File: src/rtl/control_pc.sv
// ---------------------------------------------------------------------------
// control_pc -- program-counter sequencer for the fetch stage.
//
// Owns the PC register and picks the next PC each cycle from one of three
// sources: the incremented PC coming back from the external adder, a
// branch/jump redirect resolved in EX, or hold (stall/halt/idle). Also runs
// the start/halt sequencing, raises the IF/ID flush request and counts PC
// advances.
//
// Ports
//   clk              in   single clock, rising edge
//   rst_n            in   asynchronous active-low reset
//   arrancar         in   start/restart request (IDLE/HALT only)
//   stall            in   hazard-unit hold request
//   salto            in   taken branch/jump from EX
//   dir_salto        in   redirect target, valid with salto
//   halt             in   halt instruction decoded in ID
//   pc_incrementado  in   pc_actual + 1 from the external adder
//   pc_actual        out  current PC (registered)
//   fetch_valido     out  fetched word at pc_actual is valid (RUN)
//   flush            out  clear IF/ID at next edge (combinational)
//   estado           out  IDLE=00 RUN=01 STALL=10 HALT=11 (registered)
//   contador_fetch   out  saturating PC-advance counter (registered)
// ---------------------------------------------------------------------------
module control_pc #(
    parameter int unsigned           ANCHO_PC   = 11,
    parameter logic [ANCHO_PC-1:0]   PC_INICIAL = '0
) (
    input  logic                clk,
    input  logic                rst_n,
    input  logic                arrancar,
    input  logic                stall,
    input  logic                salto,
    input  logic [ANCHO_PC-1:0] dir_salto,
    input  logic                halt,
    input  logic [ANCHO_PC-1:0] pc_incrementado,
    output logic [ANCHO_PC-1:0] pc_actual,
    output logic                fetch_valido,
    output logic                flush,
    output logic [1:0]          estado,
    output logic [15:0]         contador_fetch
);

    typedef enum logic [1:0] {
        IDLE  = 2'b00,
        RUN   = 2'b01,
        STALL = 2'b10,
        HALT  = 2'b11
    } estado_t;

    estado_t             estado_q, estado_d;
    logic [ANCHO_PC-1:0] pc_q, pc_d;
    logic [15:0]         cnt_q, cnt_d;
    logic                avanza;     // PC loaded from the adder or a redirect
    logic                reinicia;   // restart clears the counter

    always_ff @(posedge clk or negedge rst_n) begin
        if (!rst_n) begin
            estado_q <= IDLE;
            pc_q     <= PC_INICIAL;
            cnt_q    <= '0;
        end else begin
            estado_q <= estado_d;
            pc_q     <= pc_d;
            cnt_q    <= cnt_d;
        end
    end

    always_comb begin
        estado_d = estado_q;
        pc_d     = pc_q;
        avanza   = 1'b0;
        reinicia = 1'b0;
        flush    = 1'b0;

        unique case (estado_q)
            IDLE: begin
                if (arrancar) begin
                    estado_d = RUN;
                    pc_d     = PC_INICIAL;
                    reinicia = 1'b1;
                end
            end
            RUN: begin
                if (salto) begin
                    pc_d   = dir_salto;
                    avanza = 1'b1;
                    flush  = 1'b1;
                end else if (stall) begin
                    estado_d = STALL;
                end else if (halt) begin
                    estado_d = HALT;
                end else begin
                    pc_d   = pc_incrementado;
                    avanza = 1'b1;
                end
            end
            STALL: begin
                if (salto) begin
                    estado_d = RUN;
                    pc_d     = dir_salto;
                    avanza   = 1'b1;
                    flush    = 1'b1;
                end else if (stall) begin
                    estado_d = STALL;
                end else if (halt) begin
                    // halt seen while stalled is only honoured once stall drops
                    estado_d = HALT;
                end else begin
                    estado_d = RUN;
                    pc_d     = pc_incrementado;
                    avanza   = 1'b1;
                end
            end
            HALT: begin
                if (arrancar) begin
                    estado_d = RUN;
                    pc_d     = PC_INICIAL;
                    reinicia = 1'b1;
                end
            end
            default: estado_d = IDLE;
        endcase

        // Counter: cleared on restart, saturates at all-ones.
        cnt_d = cnt_q;
        if (reinicia)
            cnt_d = '0;
        else if (avanza && cnt_q != 16'hFFFF)
            cnt_d = cnt_q + 16'd1;
    end

    assign pc_actual      = pc_q;
    assign estado         = estado_q;
    assign contador_fetch = cnt_q;
    assign fetch_valido   = (estado_q == RUN);

endmodule
File: config.mk
export PLATFORM = sky130hd
export DESIGN_NAME = control_pc
export DESIGN_NICKNAME = d
export VERILOG_FILES = /design/src/rtl/control_pc.sv
export SDC_FILE = /design/constraint.sdc
export NUM_CORES = 1
export LEC_CHECK = 0
export CORE_MARGIN = 4
export CORE_UTILIZATION = 40
export CTS_CLUSTER_DIAMETER = 80
export CTS_CLUSTER_SIZE = 10
export DETAILED_ROUTE_END_ITERATION = 8
export PLACE_DENSITY = 0.72
export RECOVER_POWER = 25
export SLEW_MARGIN = 25
export SYNTH_ARGS = -nofsm -noshare
export SYNTH_HDL_FRONTEND = slang
export SYNTH_SLANG_ARGS = --single-unit
File: constraint.sdc
create_clock -name clk -period 1.9 [get_ports clk]
set_clock_uncertainty 0.05 [all_clocks]
set_input_delay 0.19 -clock clk [delete_from_list [all_inputs] [get_ports clk]]
set_output_delay 0.19 -clock clk [all_outputs]
set_load 0.02 [all_outputs]
Word-level counts from Yosys, hierarchy flattened

Cells that the tools add are included.
W data, S select, Z words.

Register bits after elaboration: 29
Bits in latches: 0
Bits in writable memories: 0
Memory bits (read-only): 0
Word-level logic and storage cells: 43
Memories kept: 0

Add/subtract/negate cells: 1
Multiply operators: 0
Div/mod/pow operators: 0
Order comparisons: 0
Eq/ne operators: 9
Shifts and indexed selects: 0
Mux-type cells: 23
Bitwise logic cells: 0
Reduce and logical (&&, ||, !) cells: 7

Operators by type and width:

| cell                    | count |
|---|---|
| $mux W11                | 4 |
| $mux W16                | 2 |
| $pmux W11 S2            | 1 |
| $add A16 B1 Y16 const B | 1 |
| $ne A16 B16 Y1 const B  | 1 |
| $mux W2                 | 7 |
| $mux W1                 | 8 |
| $ne A3 B3 Y1 const B    | 2 |
| $pmux W2 S3             | 1 |
| $reduce_and A3 Y1       | 2 |
| $eq A2 B2 Y1 const B    | 2 |
| $reduce_or A2 Y1        | 2 |
| $ne A3 B2 Y1 const B    | 1 |
| $eq A2 B1 Y1 const B    | 1 |
| $logic_not A2 Y1        | 1 |
| $ne A2 B1 Y1 const B    | 1 |
| $ne A2 B2 Y1 const B    | 1 |
| $reduce_bool A2 Y1      | 1 |
| $logic_and A1 B1 Y1     | 1 |

Depth between registers and ports, before layout

Depth after elaboration: 7
Gate-level depth with buffers: 8
Gate-level depth less buffers: 6

Least setup slack after synthesis

No wires, ideal clock.

Path kind: flip-flop to flip-flop
Start point: register estado_q[0] (netlist: estado[0])
End point: register pc_q[0] (netlist: pc_actual[0])
Setup time: 0.134 ns
Data arrival time: 1.713 ns
Setup slack: 0.003 ns
Cell stages (with the launch flop): 8
Path buffers: 2
Clock period less this slack: 1.897 ns
Cell sequence: dfrtp_1 -> inv_1 -> ha_1 -> buf_2 -> clkinv_1 -> nand2_1 -> clkbuf_1 -> o21ai_0

Word-level cells in the longest chain between the ends: 4

Ends and longest elaborated chain:

| what                                                  | line | RTL |
|---|---|---|
| start, declared                                       | 51   | `estado_t estado_q, estado_d;` |
| start signal, assigned                                | 63   | `estado_q <= estado_d;` |
| $eq A2 B1 Y1 (tied with other cells)                  | 76   | `unique case (estado_q)` |
| $reduce_or A2 Y1 (no source line)                     | n/a  |  |
| $ne A3 B3 Y1 (no source line) (tied with other cells) | n/a  |  |
| $reduce_and A3 Y1 (no source line)                    | n/a  |  |
| end signal, assigned                                  | 64   | `pc_q <= pc_d;` |
| end, declared                                         | 52   | `logic [ANCHO_PC-1:0] pc_q, pc_d;` |

Parallel ways exist; a longest one is shown, timed or not.
A chain may end at the register's enable or synchronous reset.

Final worst setup path

Start point: register estado_q[0] (netlist: estado[0])
End point: output port flush

Word-level cells in the longest chain between the ends: 3

Ends and longest elaborated chain:

| what                                                | line | RTL |
|---|---|---|
| $eq A2 B1 Y1 / $eq A2 B2 Y1 (equally long branches) | 76   |  |
| $reduce_or A2 Y1 (no source line) *                 | n/a  |  |
| $mux W1 *                                           | n/a  |  |
| end, declared                                       | 39   | `output logic flush,` |

Every way passes the cells marked *; elsewhere a longest branch is shown, timed or not.

==> run_summary.xml <==
<?xml version="1.0" encoding="UTF-8"?>
<metrics>
  <group name="run_status">
    <metric name="status" unit="">completed</metric>
  </group>
  <group name="placement">
    <metric name="hpwl" unit="um">3550</metric>
    <metric name="port_buffer_count" unit="">58</metric>
    <metric name="place_congestion" unit="">0.860</metric>
  </group>
  <group name="timing">
    <metric name="setup_viol" unit="">0</metric>
    <metric name="finalWorstPathRequiredPeriod" unit="ns">1.80</metric>
    <metric name="fin_crit_sh" unit="">0.949</metric>
    <metric name="totalNegativeSetupSlack" unit="ns">0</metric>
    <metric name="maxClockFrequency" unit="GHz">0.555</metric>
    <metric name="tightest_slew" unit="ns">0.726</metric>
    <metric name="timing.final.max_slew_violations" unit="">0</metric>
    <metric name="whs" unit="ns">0.436</metric>
    <metric name="rsz_0062_raised_after_global_routing" unit="">false</metric>
    <metric name="report.final.hold_viol_count" unit="">0</metric>
    <metric name="relative_slew_slack" unit="">0.516</metric>
  </group>
  <group name="detailed_routing">
    <metric name="remaining_drc_errors" unit="">0</metric>
    <metric name="drt_first_pass_iters" unit="">4</metric>
    <metric name="wl_per_cell" unit="um">15.1</metric>
    <metric name="detailroute.via_count" unit="">1673</metric>
    <metric name="routed_via_density" unit="">5.52</metric>
    <metric name="drt-initial-drc-count" unit="">119</metric>
    <metric name="route.final.wire_length" unit="um">4570</metric>
    <metric name="detail-route-antenna-nets" unit="">0</metric>
  </group>
  <group name="synth">
    <metric name="number_of_instances_in_the_synthesized_netlist" unit="">176</metric>
    <metric name="count_of_flip_flops_with_a_built_in_enable_after_synthesis" unit="">0</metric>
    <metric name="xor_and_xnor_area_share_after_synthesis" unit="">0.0155</metric>
    <metric name="synthDominantCellAreaShare" unit="">0.427</metric>
    <metric name="synthAdderAreaFrac" unit="">0.0295</metric>
    <metric name="synth-simple-area-share" unit="">0.179</metric>
    <metric name="synth_top_family_by_area" unit="">compound AO/OA/AOI/OAI gates</metric>
    <metric name="synth_mux_area_frac" unit="">0.0707</metric>
    <metric name="synth-warning-count" unit="">0</metric>
    <metric name="synth.cell_area" unit="um2">1700</metric>
    <metric name="synthDistinctLibCells" unit="">47</metric>
    <metric name="ys_seq_area_frac" unit="">0.427</metric>
    <metric name="ys_seq_elements" unit="">29</metric>
    <metric name="ys_dominant_reg_cell" unit="">sky130_fd_sc_hd__dfrtp_1</metric>
    <metric name="async_reset_ff_frac" unit="">1.00</metric>
    <metric name="netlist.top_cell.by_area" unit="">sky130_fd_sc_hd__dfrtp_1</metric>
    <metric name="post_synth_main_area_contributors" unit="">sky130_fd_sc_hd__dfrtp_1 43%, sky130_fd_sc_hd__mux2i_1 7.1%, sky130_fd_sc_hd__o21ai_0 5.9%</metric>
    <metric name="synthesis.nets" unit="">208</metric>
    <metric name="synth_area_per_cell" unit="um2">9.65</metric>
    <metric name="synth_compound_gate_area_share" unit="">0.219</metric>
  </group>
  <group name="pwr">
    <metric name="combinationalPowerShare" unit="">0.560</metric>
    <metric name="power.static_leakage" unit="nW">1.13</metric>
    <metric name="power.share.switching" unit="">0.404</metric>
    <metric name="p_per_area" unit="nW/um2">1270</metric>
    <metric name="cellInternalPower" unit="W">0.00192</metric>
    <metric name="clkPwrFrac" unit="">0.174</metric>
    <metric name="p_sw" unit="W">0.00131</metric>
    <metric name="vdd.ir_drop.worst" unit="mV">1.12</metric>
    <metric name="power.share.sequential" unit="">0.267</metric>
  </group>
  <group name="critical_path">
    <metric name="setup.worst_path.end_class" unit="">output pin</metric>
    <metric name="crit_path_max_incr_delay" unit="ns">0.37</metric>
    <metric name="path_max_fanout" unit="">11</metric>
    <metric name="path_delay_family" unit="">buffers and inverters</metric>
    <metric name="critical_path_buf_inv_count" unit="">2</metric>
    <metric name="worst_ep_required_time" unit="ns">1.66</metric>
    <metric name="critPathArrivalTime" unit="ns">1.56</metric>
    <metric name="startpoint_type" unit="">flop</metric>
    <metric name="timing.critical_path.cells" unit="">inv_1 -&gt; ha_2 -&gt; nor2b_1 -&gt; dlygate4sd2_1</metric>
    <metric name="critical_path.slowest_cell" unit="">sky130_fd_sc_hd__dfrtp_1</metric>
    <metric name="worst-setup-path-type" unit="">reg -&gt; out</metric>
  </group>
  <group name="global_route">
    <metric name="grtUsageTotal" unit="">0.193</metric>
    <metric name="number_of_antenna_violations_at_the_first_check_in_global_routing" unit="">0</metric>
    <metric name="grt_first_pass_wirelength" unit="um">7980</metric>
    <metric name="pin_count_of_the_biggest_net_entering_global_routing" unit="">30</metric>
    <metric name="grt_pass1_vias" unit="">1671</metric>
    <metric name="globalRoute.totalOverflow" unit="">0</metric>
  </group>
  <group name="final_layout">
    <metric name="area.growth.synth_to_final" unit="%">49.9</metric>
    <metric name="antenna_cells" unit="">0</metric>
    <metric name="fraction_of_final_layout_cells_with_drive_strength_greater_than_1" unit="">0.150</metric>
    <metric name="finish.net_count" unit="">284</metric>
  </group>
  <group name="job">
    <metric name="maxCapViolations" unit="">0</metric>
  </group>
  <group name="floorplanning">
    <metric name="std_cell_rows" unit="">23</metric>
    <metric name="initial_core_util" unit="">0.419</metric>
    <metric name="core_area" unit="um2">4060</metric>
    <metric name="die_x" unit="um">73.2</metric>
    <metric name="die-height" unit="um">73.2</metric>
    <metric name="top_level_ports" unit="">59</metric>
    <metric name="die-area" unit="um2">5350</metric>
  </group>
  <group name="cts">
    <metric name="ctsHoldBuffers" unit="">0</metric>
    <metric name="h_tree_depth" unit="">2</metric>
    <metric name="clock_sink_count" unit="">29</metric>
    <metric name="clkTransAtPathRegs" unit="ns">0.06</metric>
    <metric name="post-cts-setup-buffer-count" unit="">0</metric>
    <metric name="tritoncts" unit="">built</metric>
    <metric name="ctsResizeCount" unit="">2</metric>
    <metric name="insertion_delay" unit="ns">0.28</metric>
    <metric name="clk_root_buffer_cell" unit="">sky130_fd_sc_hd__clkbuf_8</metric>
    <metric name="cts-buffers-inserted" unit="">5</metric>
    <metric name="cts-root-to-sink-buffers" unit="">2</metric>
  </group>
  <group name="hold_path">
    <metric name="min-delay-path-class" unit="">in -&gt; async</metric>
  </group>
</metrics>
==> kinds of logic (layout without fill, tap and decap cells) <==
logic type,after synthesis,count (layout)
DFF,29,29
adders and majority gates,4,4
muxes,12,12
buffers and inverters,20,97
xor gates and xnor gates,3,3
AOI/OAI and AO/OA,55,55
and+or+nand+nor,53,53
==> final cells by class <==
cell class | count | area, um2
Fill cell | 344 | 1510
Multi-Input combinational cell | 127 | 876
Timing Repair Buffer | 82 | 756
Sequential cell | 29 | 726
Clock buffer | 7 | 96.3
Tap cell | 50 | 62.6
Inverter | 7 | 26.3
Clock inverter | 1 | 5.00
==> path summary, 6_finish.rpt <==
kind | from | endpoint | slack, ns | cells after the start
setup / recovery | estado[0] | flush | 0.1 | 4
hold / removal | rst_n | pc_actual[7] | 0.44 | 2
setup reg to reg | estado[0] | contador_fetch[6] | 0.17 | 7
hold reg to reg | pc_actual[0] | pc_actual[0] | 0.46 | 2
max in group asynchronous | rst_n | estado[0] | 0.90 | 2
min in group clk | pc_actual[0] | pc_actual[0] | 0.46 | 2
==> Yosys cell counts (5+ instances only) <==
cell                       n
sky130_fd_sc_hd__buf_2     5
sky130_fd_sc_hd__nor2_1    6
sky130_fd_sc_hd__inv_1     6
sky130_fd_sc_hd__o21ai_0  20
sky130_fd_sc_hd__mux2i_1  12
sky130_fd_sc_hd__dfrtp_1  29
sky130_fd_sc_hd__nand3_1  16
sky130_fd_sc_hd__a41oi_1   5
sky130_fd_sc_hd__nand2_1   7
==> state kept, by name, summed over array words and instances, names as in the netlist <==
register / cells
estado: 2
pc_actual: 11
contador_fetch: 16
==> metal layers <==
layer  up-vias  track usage  wire length [um]
li1        809            -                 -
met1       794        0.263              2030
met2        64        0.296              2200
met3         6       0.0523               277
met4         0       0.0635                62
met5         -            0                 0
==> power groups by stage <==
stage               registers [W]  logic, W  clock network, W
global placement         0.000866   0.00179                 0
CTS                      0.000862   0.00180          0.000576
global route             0.000878   0.00199          0.000610
finish                   0.000861   0.00181          0.000561
floorplan                 0.00105  0.000779                 0
detailed placement       0.000869   0.00181                 0
==> through the flow <==
step | setup WS (ns) | util | total power, W | cells | instance area, um2
global route | 0.00664 | 0.628 | 0.00348 | 303 | 2550
CTS | 0.0256 | 0.628 | 0.00324 | 303 | 2550
detailed placement | 0.0581 | 0.603 | 0.00268 | 295 | 2450
floorplan | 0.00280 | - | 0.00183 | 176 | 1700
global placement | 0.0766 | 0.603 | 0.00266 | 295 | 2450
finish | 0.0973 | 0.628 | 0.00323 | 303 | 2550
==> placed cells by master, fill, tap and decap left out, types with 2 or more instances in the layout <==
master                             n
sky130_fd_sc_hd__a21oi_1           4
sky130_fd_sc_hd__a21oi_2           2
sky130_fd_sc_hd__a22o_1            3
sky130_fd_sc_hd__a31oi_1           2
sky130_fd_sc_hd__a41oi_1           5
sky130_fd_sc_hd__and2_1            4
sky130_fd_sc_hd__and3_1            4
sky130_fd_sc_hd__and4_1            4
sky130_fd_sc_hd__buf_4            23
sky130_fd_sc_hd__clkbuf_8          7
sky130_fd_sc_hd__clkdlybuf4s50_1  55
sky130_fd_sc_hd__dfrtp_1          29
sky130_fd_sc_hd__dlygate4sd2_1     2
sky130_fd_sc_hd__ha_1              3
sky130_fd_sc_hd__inv_1             6
sky130_fd_sc_hd__mux2i_1          12
sky130_fd_sc_hd__nand2_1           7
sky130_fd_sc_hd__nand3_1          16
sky130_fd_sc_hd__nand4_1           4
sky130_fd_sc_hd__nor2_1            6
sky130_fd_sc_hd__nor2b_1           2
sky130_fd_sc_hd__o21ai_0          20
sky130_fd_sc_hd__o21ai_1           3
sky130_fd_sc_hd__o31ai_1           2
sky130_fd_sc_hd__xnor2_1           3
No activity file was read; power rests on OpenSTA's default activity.
